===== src/rtl/led_bus_arbiter_pkg.sv =====
// led_bus_arbiter_pkg: shared types, defaults and helpers
// for the LED bus arbiter and its round-robin picker.
package led_bus_arbiter_pkg;

  typedef enum logic {
    S_IDLE = 1'b0,
    S_HOLD = 1'b1
  } state_t;

  localparam int DEF_N_REQ = 4;
  localparam int DEF_WIDTH = 8;
  localparam int DEF_HOLD  = 4;

  // Index width for v values; never below 1 bit so
  // that degenerate sizes still yield a legal vector.
  function automatic int clog2(input int v);
    int r;
    r = 0;
    for (int i = 0; i < 31; i++) begin
      if ((1 << i) < v) r = i + 1;
    end
    if (r < 1) r = 1;
    return r;
  endfunction

endpackage


===== src/rtl/led_bus_arbiter_rr_picker.sv =====
// rr_picker: combinational round-robin selector.
// Ports: req (requests), ptr (top-priority index),
// any (some request set), winner (first set bit at/after ptr).
module rr_picker
  import led_bus_arbiter_pkg::*;
#(
  parameter int N  = DEF_N_REQ,
  parameter int IW = clog2(N)
) (
  input  logic [N-1:0]  req,
  input  logic [IW-1:0] ptr,
  output logic          any,
  output logic [IW-1:0] winner
);

  logic [IW-1:0] idx;

  // Scan from the far end back toward ptr so the
  // last hit written is the nearest one to ptr.
  always_comb begin
    any    = |req;
    winner = '0;
    idx    = '0;
    for (int i = N - 1; i >= 0; i--) begin
      idx = IW'((int'(ptr) + i) % N);
      if (req[idx]) winner = idx;
    end
  end

endmodule


===== src/rtl/led_bus_arbiter.sv =====
// led_bus_arbiter: round-robin owner of a registered
// output bus. Ports: clk, rst (sync, active-high), req,
// data (packed lanes), gnt, out, out_valid, done.
module led_bus_arbiter
  import led_bus_arbiter_pkg::*;
#(
  parameter int N_REQ = DEF_N_REQ,
  parameter int WIDTH = DEF_WIDTH,
  parameter int HOLD  = DEF_HOLD
) (
  input  logic                   clk,
  input  logic                   rst,
  input  logic [N_REQ-1:0]       req,
  input  logic [N_REQ*WIDTH-1:0] data,
  output logic [N_REQ-1:0]       gnt,
  output logic [WIDTH-1:0]       out,
  output logic                   out_valid,
  output logic [N_REQ-1:0]       done
);

  localparam int IW = clog2(N_REQ);
  localparam int CW = clog2(HOLD);

  localparam logic [CW-1:0] CNT_INIT = CW'(HOLD - 1);
  localparam logic [CW-1:0] CNT_ONE  = CW'(1);
  localparam logic [IW-1:0] LAST     = IW'(N_REQ - 1);

  state_t        state;
  logic [IW-1:0] ptr;
  logic [IW-1:0] w;
  logic [CW-1:0] cnt;

  logic             pick_any;
  logic [IW-1:0]    pick_w;
  logic [N_REQ-1:0] pick_oh;

  logic [WIDTH-1:0] lane [N_REQ];

  for (genvar i = 0; i < N_REQ; i++) begin : g_lane
    assign lane[i] = data[i*WIDTH +: WIDTH];
  end

  rr_picker #(
    .N  (N_REQ),
    .IW (IW)
  ) u_pick (
    .req    (req),
    .ptr    (ptr),
    .any    (pick_any),
    .winner (pick_w)
  );

  always_comb begin
    pick_oh         = '0;
    pick_oh[pick_w] = 1'b1;
  end

  // done is registered one edge early: it rises on the
  // edge that makes cnt reach zero (or on the grant edge
  // itself when a slot is only one cycle long).
  always_ff @(posedge clk) begin
    if (rst) begin
      state     <= S_IDLE;
      ptr       <= '0;
      w         <= '0;
      cnt       <= '0;
      out       <= '0;
      gnt       <= '0;
      out_valid <= 1'b0;
      done      <= '0;
    end else begin
      unique case (state)
        S_IDLE: begin
          if (pick_any) begin
            w         <= pick_w;
            out       <= lane[pick_w];
            cnt       <= CNT_INIT;
            gnt       <= pick_oh;
            out_valid <= 1'b1;
            done      <= (CNT_INIT == '0) ? pick_oh : '0;
            state     <= S_HOLD;
          end
        end
        S_HOLD: begin
          if (cnt != '0) begin
            cnt  <= cnt - 1'b1;
            done <= (cnt == CNT_ONE) ? gnt : '0;
          end else begin
            ptr       <= (w == LAST) ? '0 : w + 1'b1;
            out       <= '0;
            gnt       <= '0;
            out_valid <= 1'b0;
            done      <= '0;
            state     <= S_IDLE;
          end
        end
      endcase
    end
  end

endmodule


===== config.mk =====
export PLATFORM = sky130hd
export DESIGN_NAME = led_bus_arbiter
export DESIGN_NICKNAME = d
export VERILOG_FILES = /design/src/rtl/led_bus_arbiter_pkg.sv /design/src/rtl/led_bus_arbiter_rr_picker.sv /design/src/rtl/led_bus_arbiter.sv
export SDC_FILE = /design/constraint.sdc
export NUM_CORES = 1
export LEC_CHECK = 0
export CAP_MARGIN = 20
export CORE_ASPECT_RATIO = 1.75
export CORE_UTILIZATION = 35
export DETAILED_ROUTE_END_ITERATION = 7
export GPL_ROUTABILITY_DRIVEN = 0
export GPL_TIMING_DRIVEN = 0
export PLACE_DENSITY_LB_ADDON = 0.05
export SLEW_MARGIN = 20
export SYNTH_ARGS = -nofsm -noshare
export SYNTH_HDL_FRONTEND = slang
export SYNTH_SLANG_ARGS = --single-unit

===== constraint.sdc =====
create_clock -name clk -period 2.77 [get_ports clk]
set_input_delay 0.6925 -clock clk [delete_from_list [all_inputs] [get_ports clk]]
set_output_delay 0.6925 -clock clk [all_outputs]
set_load 0.03 [all_outputs]

==> flow_summary.toml, run 1 <==
[global_route]
antenna_found_initial = 0
grt_pass1_vias = 1217
grtUsageTotal_pct = 19.41
grt_pass1_wl_um = 5354
gr-total-overflow = 0
grt_max_degree = 15

[power_and_ir_drop]
power_mw = 0.9769
power_density_nw_per_um2 = 510.0
vdd.ir_drop.worst_mv = 0.3111
p_leak_nw = 0.7032

[synthesis]
synth_top_area_share_pct = 38.21
syn_inst = 141
synth_area_leader_cell = "dfxtp_1"
synth_area_leaders = "dfxtp_1 38%, a221o_1 6.4%, a21oi_1 6.0%"
synth_enable_flop_cells = 0
synthDistinctLibCells = 38
seq_area_frac_synth_pct = 38.21
syn-num-nets = 182
synth_async_sr_flop_share_pct = 0
synth.cell_area_um2 = 1257
yosysWarnings = 0
synth_flop_cell = "dfxtp_1"
ys_ff_latch = 24
post_synth.cell_area_avg_um2 = 8.918

[clock_network]
ctsResizeCount = 0
cts-root-buf = "clkbuf_8"
cts_buffer_depth = 2
cts_tree = "done"
cts_buffers = 3
clock-sinks = 24
clk_latency_ns = 0.27
hold_buffers = 0
postCtsSetupRepairBufs = 0
cts_max_level = 1
clk_pin_slew_ns = 0.08

[sta]
setup_violations = 0
setup_ws_ns = 0.3316
skew_ns = 0.003678
fin_setup_tns_ns = 0
max_clock_freq_mhz = 410.1
whs_ns = 0.4963
post-route-period-util_pct = 88.03
finalHoldViolCount = 0
finalMaxSlewViolations = 0
layout_min_cycle_time_ns = 2.438
max_slew_margin_pct = 50.83
rsz0062_at_grt = "no"
tightest_slew_ns = 0.7375

[detailed_routing]
wire_per_inst_um = 14.44
drtPass1Iterations = 4
vias = 1285
ant_nets = 0
drt_iter0_markers = 20
drcViolationCount = 0
wl_um = 3510
viasPerCell = 5.288

[final_layout]
diodes = 0
syn_to_final_growth_pct = 52.34
final_net_count = 240
fillers = 321
drive_gt1_share_pct = 8.586
post-route-util_pct = 56.37

[worst_hold_path]
min_to = "out[3]"
hp-class = "flip-flop to flip-flop"
worstHoldPathCells = 1
min_from = "out[3]"

[setup_path]
reg2reg_from = "ptr[1]"
crit_path_max_fanout = 8
cp.required_ns = 2.98
setup.worst_path.start_class = "input port"
rrSetupSlack_ns = 0.94
setup.worst_path.end_class = "flip-flop"
critPathKind = "input port to flip-flop"
cp_data_arrival_time_ns = 2.65
r2r-end = "out[4]"
r2r_cells = 7

[floorplan]
rows = 28
core_region_area_um2 = 3398
fp.dieArea_um2 = 3846
die_w_um = 47.31
chipHeight_um = 81.29
ios = 55
start_util_pct = 37.00

[placement]
dpl.hpwl_um = 2698
place_ws_ns = 0.06461
portBuffers = 53

[status]
status = "finished, final reports clean"

[run]
drv_cap = 0
[cells in the mapped netlist (2+ instances only)]
| master | number |
|---|---|
| nand3_1 | 9 |
| nor3_1 | 2 |
| a22oi_1 | 4 |
| nor2_1 | 18 |
| buf_6 | 2 |
| dfxtp_1 | 24 |
| o22ai_1 | 2 |
| and2_1 | 2 |
| o21ai_0 | 10 |
| inv_1 | 3 |
| buf_2 | 2 |
| a221o_1 | 8 |
| ha_1 | 3 |
| mux2_1 | 5 |
| nand2_1 | 4 |
| a21oi_1 | 15 |
| clkbuf_1 | 2 |
| mux2_2 | 2 |
| a32oi_1 | 4 |
| nor2b_1 | 2 |
[worst max-delay path by stage]
stage	end	slack [ns]	depth (start not counted)	start
3_5_place_dp	out[5]	0.06	7	req[3]
4_1_cts	out[4]	0.33	7	req[3]
6_report	out[4]	0.33	7	req[3]
2_1_floorplan	out[7]	0.67	6	req[1]
3_3_place_gp	out[7]	0.07	7	req[1]
5_1_grt	out[3]	0.09	7	req[3]
[cells in the final DEF (no fill, tap or decap), types with 2 or more instances in the layout]
| cell | count |
|---|---|
| ha_1 | 3 |
| clkbuf_8 | 3 |
| a221o_1 | 8 |
| clkdlybuf4s50_1 | 53 |
| buf_6 | 2 |
| nor3_1 | 2 |
| buf_2 | 2 |
| and2_1 | 2 |
| nor2_1 | 18 |
| mux2_2 | 2 |
| a21oi_1 | 15 |
| a22oi_1 | 4 |
| o22ai_1 | 2 |
| inv_1 | 3 |
| clkbuf_1 | 2 |
| dfxtp_1 | 24 |
| nor2b_1 | 2 |
| a32oi_1 | 4 |
| nand2_1 | 4 |
| o21ai_0 | 10 |
| nand3_1 | 9 |
| mux2_1 | 5 |
[where the power goes]
group | leakage [nW] | switching (mW) | internal, mW
logic | 0.471 | 0.142 | 0.142
registers | 0.197 | 0.0160 | 0.373
clock network | 0.0357 | 0.112 | 0.193
[logic make-up after synthesis]
logic type      share of synthesized area (%)
simple gates                            18.41
flops                                   38.21
compound gates                          26.47
buf+inv                                 4.975
fa+ha+maj                               2.985
mux                                     8.258
xor+xnor                               0.6966
[critical path, stage by stage]
cell and delay (ns):
clkdlybuf4s50_1 0.51, nor4_2 0.51, and2b_4 0.27, or2_1 0.19
nor2b_1 0.15, buf_4 0.17, a221o_1 0.15
[flip-flops by register name, indices dropped and copies added (netlist names)]
signal	cells
gnt	4
out_valid	1
cnt	2
ptr	2
state	1
done	4
out	8
w	2
[metrics by stage]
stage          std cells  cell area (um^2)
2_1_floorplan        141              1257
3_3_place_gp         239              1844
3_5_place_dp         239              1844
4_1_cts              243              1916
5_1_grt              243              1916
6_report             243              1916
[routing by layer]
layer	share of wire (%)	up-vias	track usage, %
li1	-	640	-
met5	0	-	0
met4	1.6	0	7.714
met1	38	593	19.75
met3	6.4	5	2.444
met2	54	47	36.71
[final cells by class]
cell class / instances / area (um^2) / share of cell area (%)
multi-input cells: 106 / 714.4 / 37.30
repair buffers: 53 / 530.5 / 27.69
flip-flops and latches: 24 / 480.5 / 25.08
well taps: 45 / 56.30 / 2.939
plain buffers: 8 / 51.30 / 2.678
clock buffers: 3 / 41.29 / 2.155
clock inverters: 1 / 30.03 / 1.568
inverters: 3 / 11.26 / 0.5879
(Power assumes the default switching activity.)
==> run 2: changes to the inputs <==
SYNTH_HIERARCHICAL = 1   (was default)
==> flow_summary.toml, run 2 <==
[status]
status = "finished, final reports clean"

[synthesis]
synth_top_area_share_pct = 39.67
synthTopCellsByCount = "24 x dfxtp_1, 20 x mux2i_1, 16 x nor2_1, 9 x a21o_1, 7 x o22ai_1"
synth_area_leader_cell = "dfxtp_1"
post_synth.cell_area_avg_um2 = 9.389
synth_enable_flop_cells = 0
syn-num-nets = 170
synth_flop_cell = "dfxtp_1"
yosysWarnings = 6
seq_area_frac_synth_pct = 39.67
synth_area_leaders = "dfxtp_1 40%, mux2i_1 17%, a21o_1 5.6%"
synth_async_sr_flop_share_pct = 0
ys_ff_latch = 24
syn_inst = 129
synthDistinctLibCells = 30
synth_most_common_cell = "dfxtp_1"
synth.cell_area_um2 = 1211

[sta]
finalMaxSlewViolations = 0
max_slew_margin_pct = 54.20
max_clock_freq_mhz = 392.3
setup_violations = 0
post-route-period-util_pct = 92.03
whs_ns = 0.4630
finalHoldViolCount = 0
rsz0062_at_grt = "no"
tightest_slew_ns = 0.6870
skew_ns = 0.002212
layout_min_cycle_time_ns = 2.549

[setup_path]
reg2reg_from = "ptr[1]"
crit_path_max_fanout = 10
startpoint = "req[3]"
setup.worst_path.start_class = "input port"
cp_data_arrival_time_ns = 2.71
cp.required_ns = 2.93
critPathKind = "input port to flip-flop"
setup.worst_path.end_class = "flip-flop"

[placement]
placed_area_um2 = 1795
dp_cells = 225
dpl.hpwl_um = 2469
portBuffers = 53

[global_route]
grt_pass1_vias = 1125
antenna_found_initial = 0
grt_pass1_wl_um = 5016
grt_max_degree = 15
grtUsageTotal_pct = 17.91
gr-total-overflow = 0

[clock_network]
cts_buffer_depth = 2
cts_max_level = 1
cts-root-buf = "clkbuf_8"
cts_tree = "done"
hold_buffers = 0
clk_latency_ns = 0.26
clk_pin_slew_ns = 0.09
postCtsSetupRepairBufs = 0
ctsResizeCount = 0
cts_buffers = 3
clock-sinks = 24

[final_layout]
final_common_cell = "clkdlybuf4s50_1"
seqCellArea_um2 = 480.5
most-common-layout-cells = "53 x clkdlybuf4s50_1, 24 x dfxtp_1, 20 x mux2i_1, 16 x nor2_1, 9 x a21o_1"
multi_input_area_um2 = 665.6
drive_gt1_share_pct = 5.914
reg_top3 = "out: 8 flops, done: 4 flops, gnt: 4 flops"
syn_to_final_growth_pct = 54.13
fillers = 301
instances_no_fill = 229
largest_reg_flops = 8
regMostFlops = "out"
diodes = 0
postLayoutCellArea_um2 = 1867
final_net_count = 228

[detailed_routing]
viasPerCell = 5.083
drt_iter0_markers = 14
wire_per_inst_um = 13.59
wl_um = 3111
ant_nets = 0
drtPass1Iterations = 4
vias = 1164
drcViolationCount = 0

[power_and_ir_drop]
power_density_nw_per_um2 = 535.7
power_mw = 1.000
p_leak_nw = 0.7831
vdd.ir_drop.worst_mv = 0.2505

[floorplan]
chipHeight_um = 79.82
fp.dieArea_um2 = 3709
die_w_um = 46.47
rows = 27
core_region_area_um2 = 3209
start_util_pct = 37.74
ios = 55

[worst_hold_path]
hp-class = "flip-flop to flip-flop"
min_from = "out[5]"

[run]
drv_cap = 0
## run 2: changes by cell type in the layout (fill, tap and decap cells not counted), sizes merged, moves of 6 or more
| cell | before | now |
|---|---|---|
| a21oi | 15 | 5 |
| a221o | 8 | 0 |
| nand3 | 9 | 0 |
| o22ai | 2 | 8 |
| a21o | 0 | 9 |
| mux2i | 1 | 20 |
| mux2 | 8 | 0 |
| o21ai | 10 | 1 |
## run 2: metrics by stage
stage | worst slack [ns] | util [%] | setup TNS, ns
final | 0.2207 | 58.17 | 0
after global routing | 0.06840 | 58.17 | 0
after CTS | 0.1963 | 58.17 | 0
after detailed placement | -0.04767 | 55.95 | -0.2723
after global placement | -0.01158 | 55.95 | -0.01158
after floorplan | 0.6652 | - | 0
## run 2: cell families (layout without fill, tap and decap cells)
kind of cell             Yosys count  in the layout  share of synthesized area, %
AO/OA/AOI/OAI                     34             34                         20.25
adder cells (fa/ha/maj)            3              3                         3.100
buffers and inverters             13             70                         5.371
flip-flops                        24             24                         39.67
multiplexers                      20             20                         16.53
AND/OR/NAND/NOR                   35             35                         15.08
## run 2: path summary, 6_finish.rpt
check | end | slack, ns | cells past startpoint
setup / recovery | out[6] | 0.22 | 7
hold / removal | out[5] | 0.46 | 1
setup reg to reg | out[6] | 0.70 | 7
hold reg to reg | out[5] | 0.46 | 1
## run 2: worst max-delay path, stage by stage
cell and delay, ns:
clkdlybuf4s50_1 0.53, mux2i_1 0.11, a211oi_2 0.27, clkbuf_1 0.56
mux2i_1 0.29, o22ai_2 0.09, a21o_1 0.16
## run 2: area by class of cell
class	instances	share of cell area (%)
Multi-Input combinational cell	92	35.66
Timing Repair Buffer	53	28.42
Sequential cell	24	25.74
Tap cell	43	2.882
Buffer	8	2.480
Clock buffer	3	2.212
Clock inverter	1	1.609
Inverter	5	1.005
## run 2: per-layer routing
metal / vias up / wire length, um / track usage (%) / part of all wire [%]
li1: 578 / - / - / -
met1: 540 / 1116 / 18.72 / 36
met2: 44 / 1799 / 34.03 / 58
met3: 2 / 176 / 2.262 / 5.7
met4: 0 / 19 / 5.294 / 0.61
met5: - / 0 / 0 / 0
## run 2: power by group
part | internal [mW] | switching, mW
registers | 0.377 | 0.0204
logic | 0.152 | 0.147
clock network | 0.193 | 0.110
total | 0.722 | 0.278
==> run 3: changes to the inputs <==
CTS_CLUSTER_DIAMETER = 120   (was default)
==> results of run 3 <==
Final layout, timing and power as in run 2 (identical DEF).
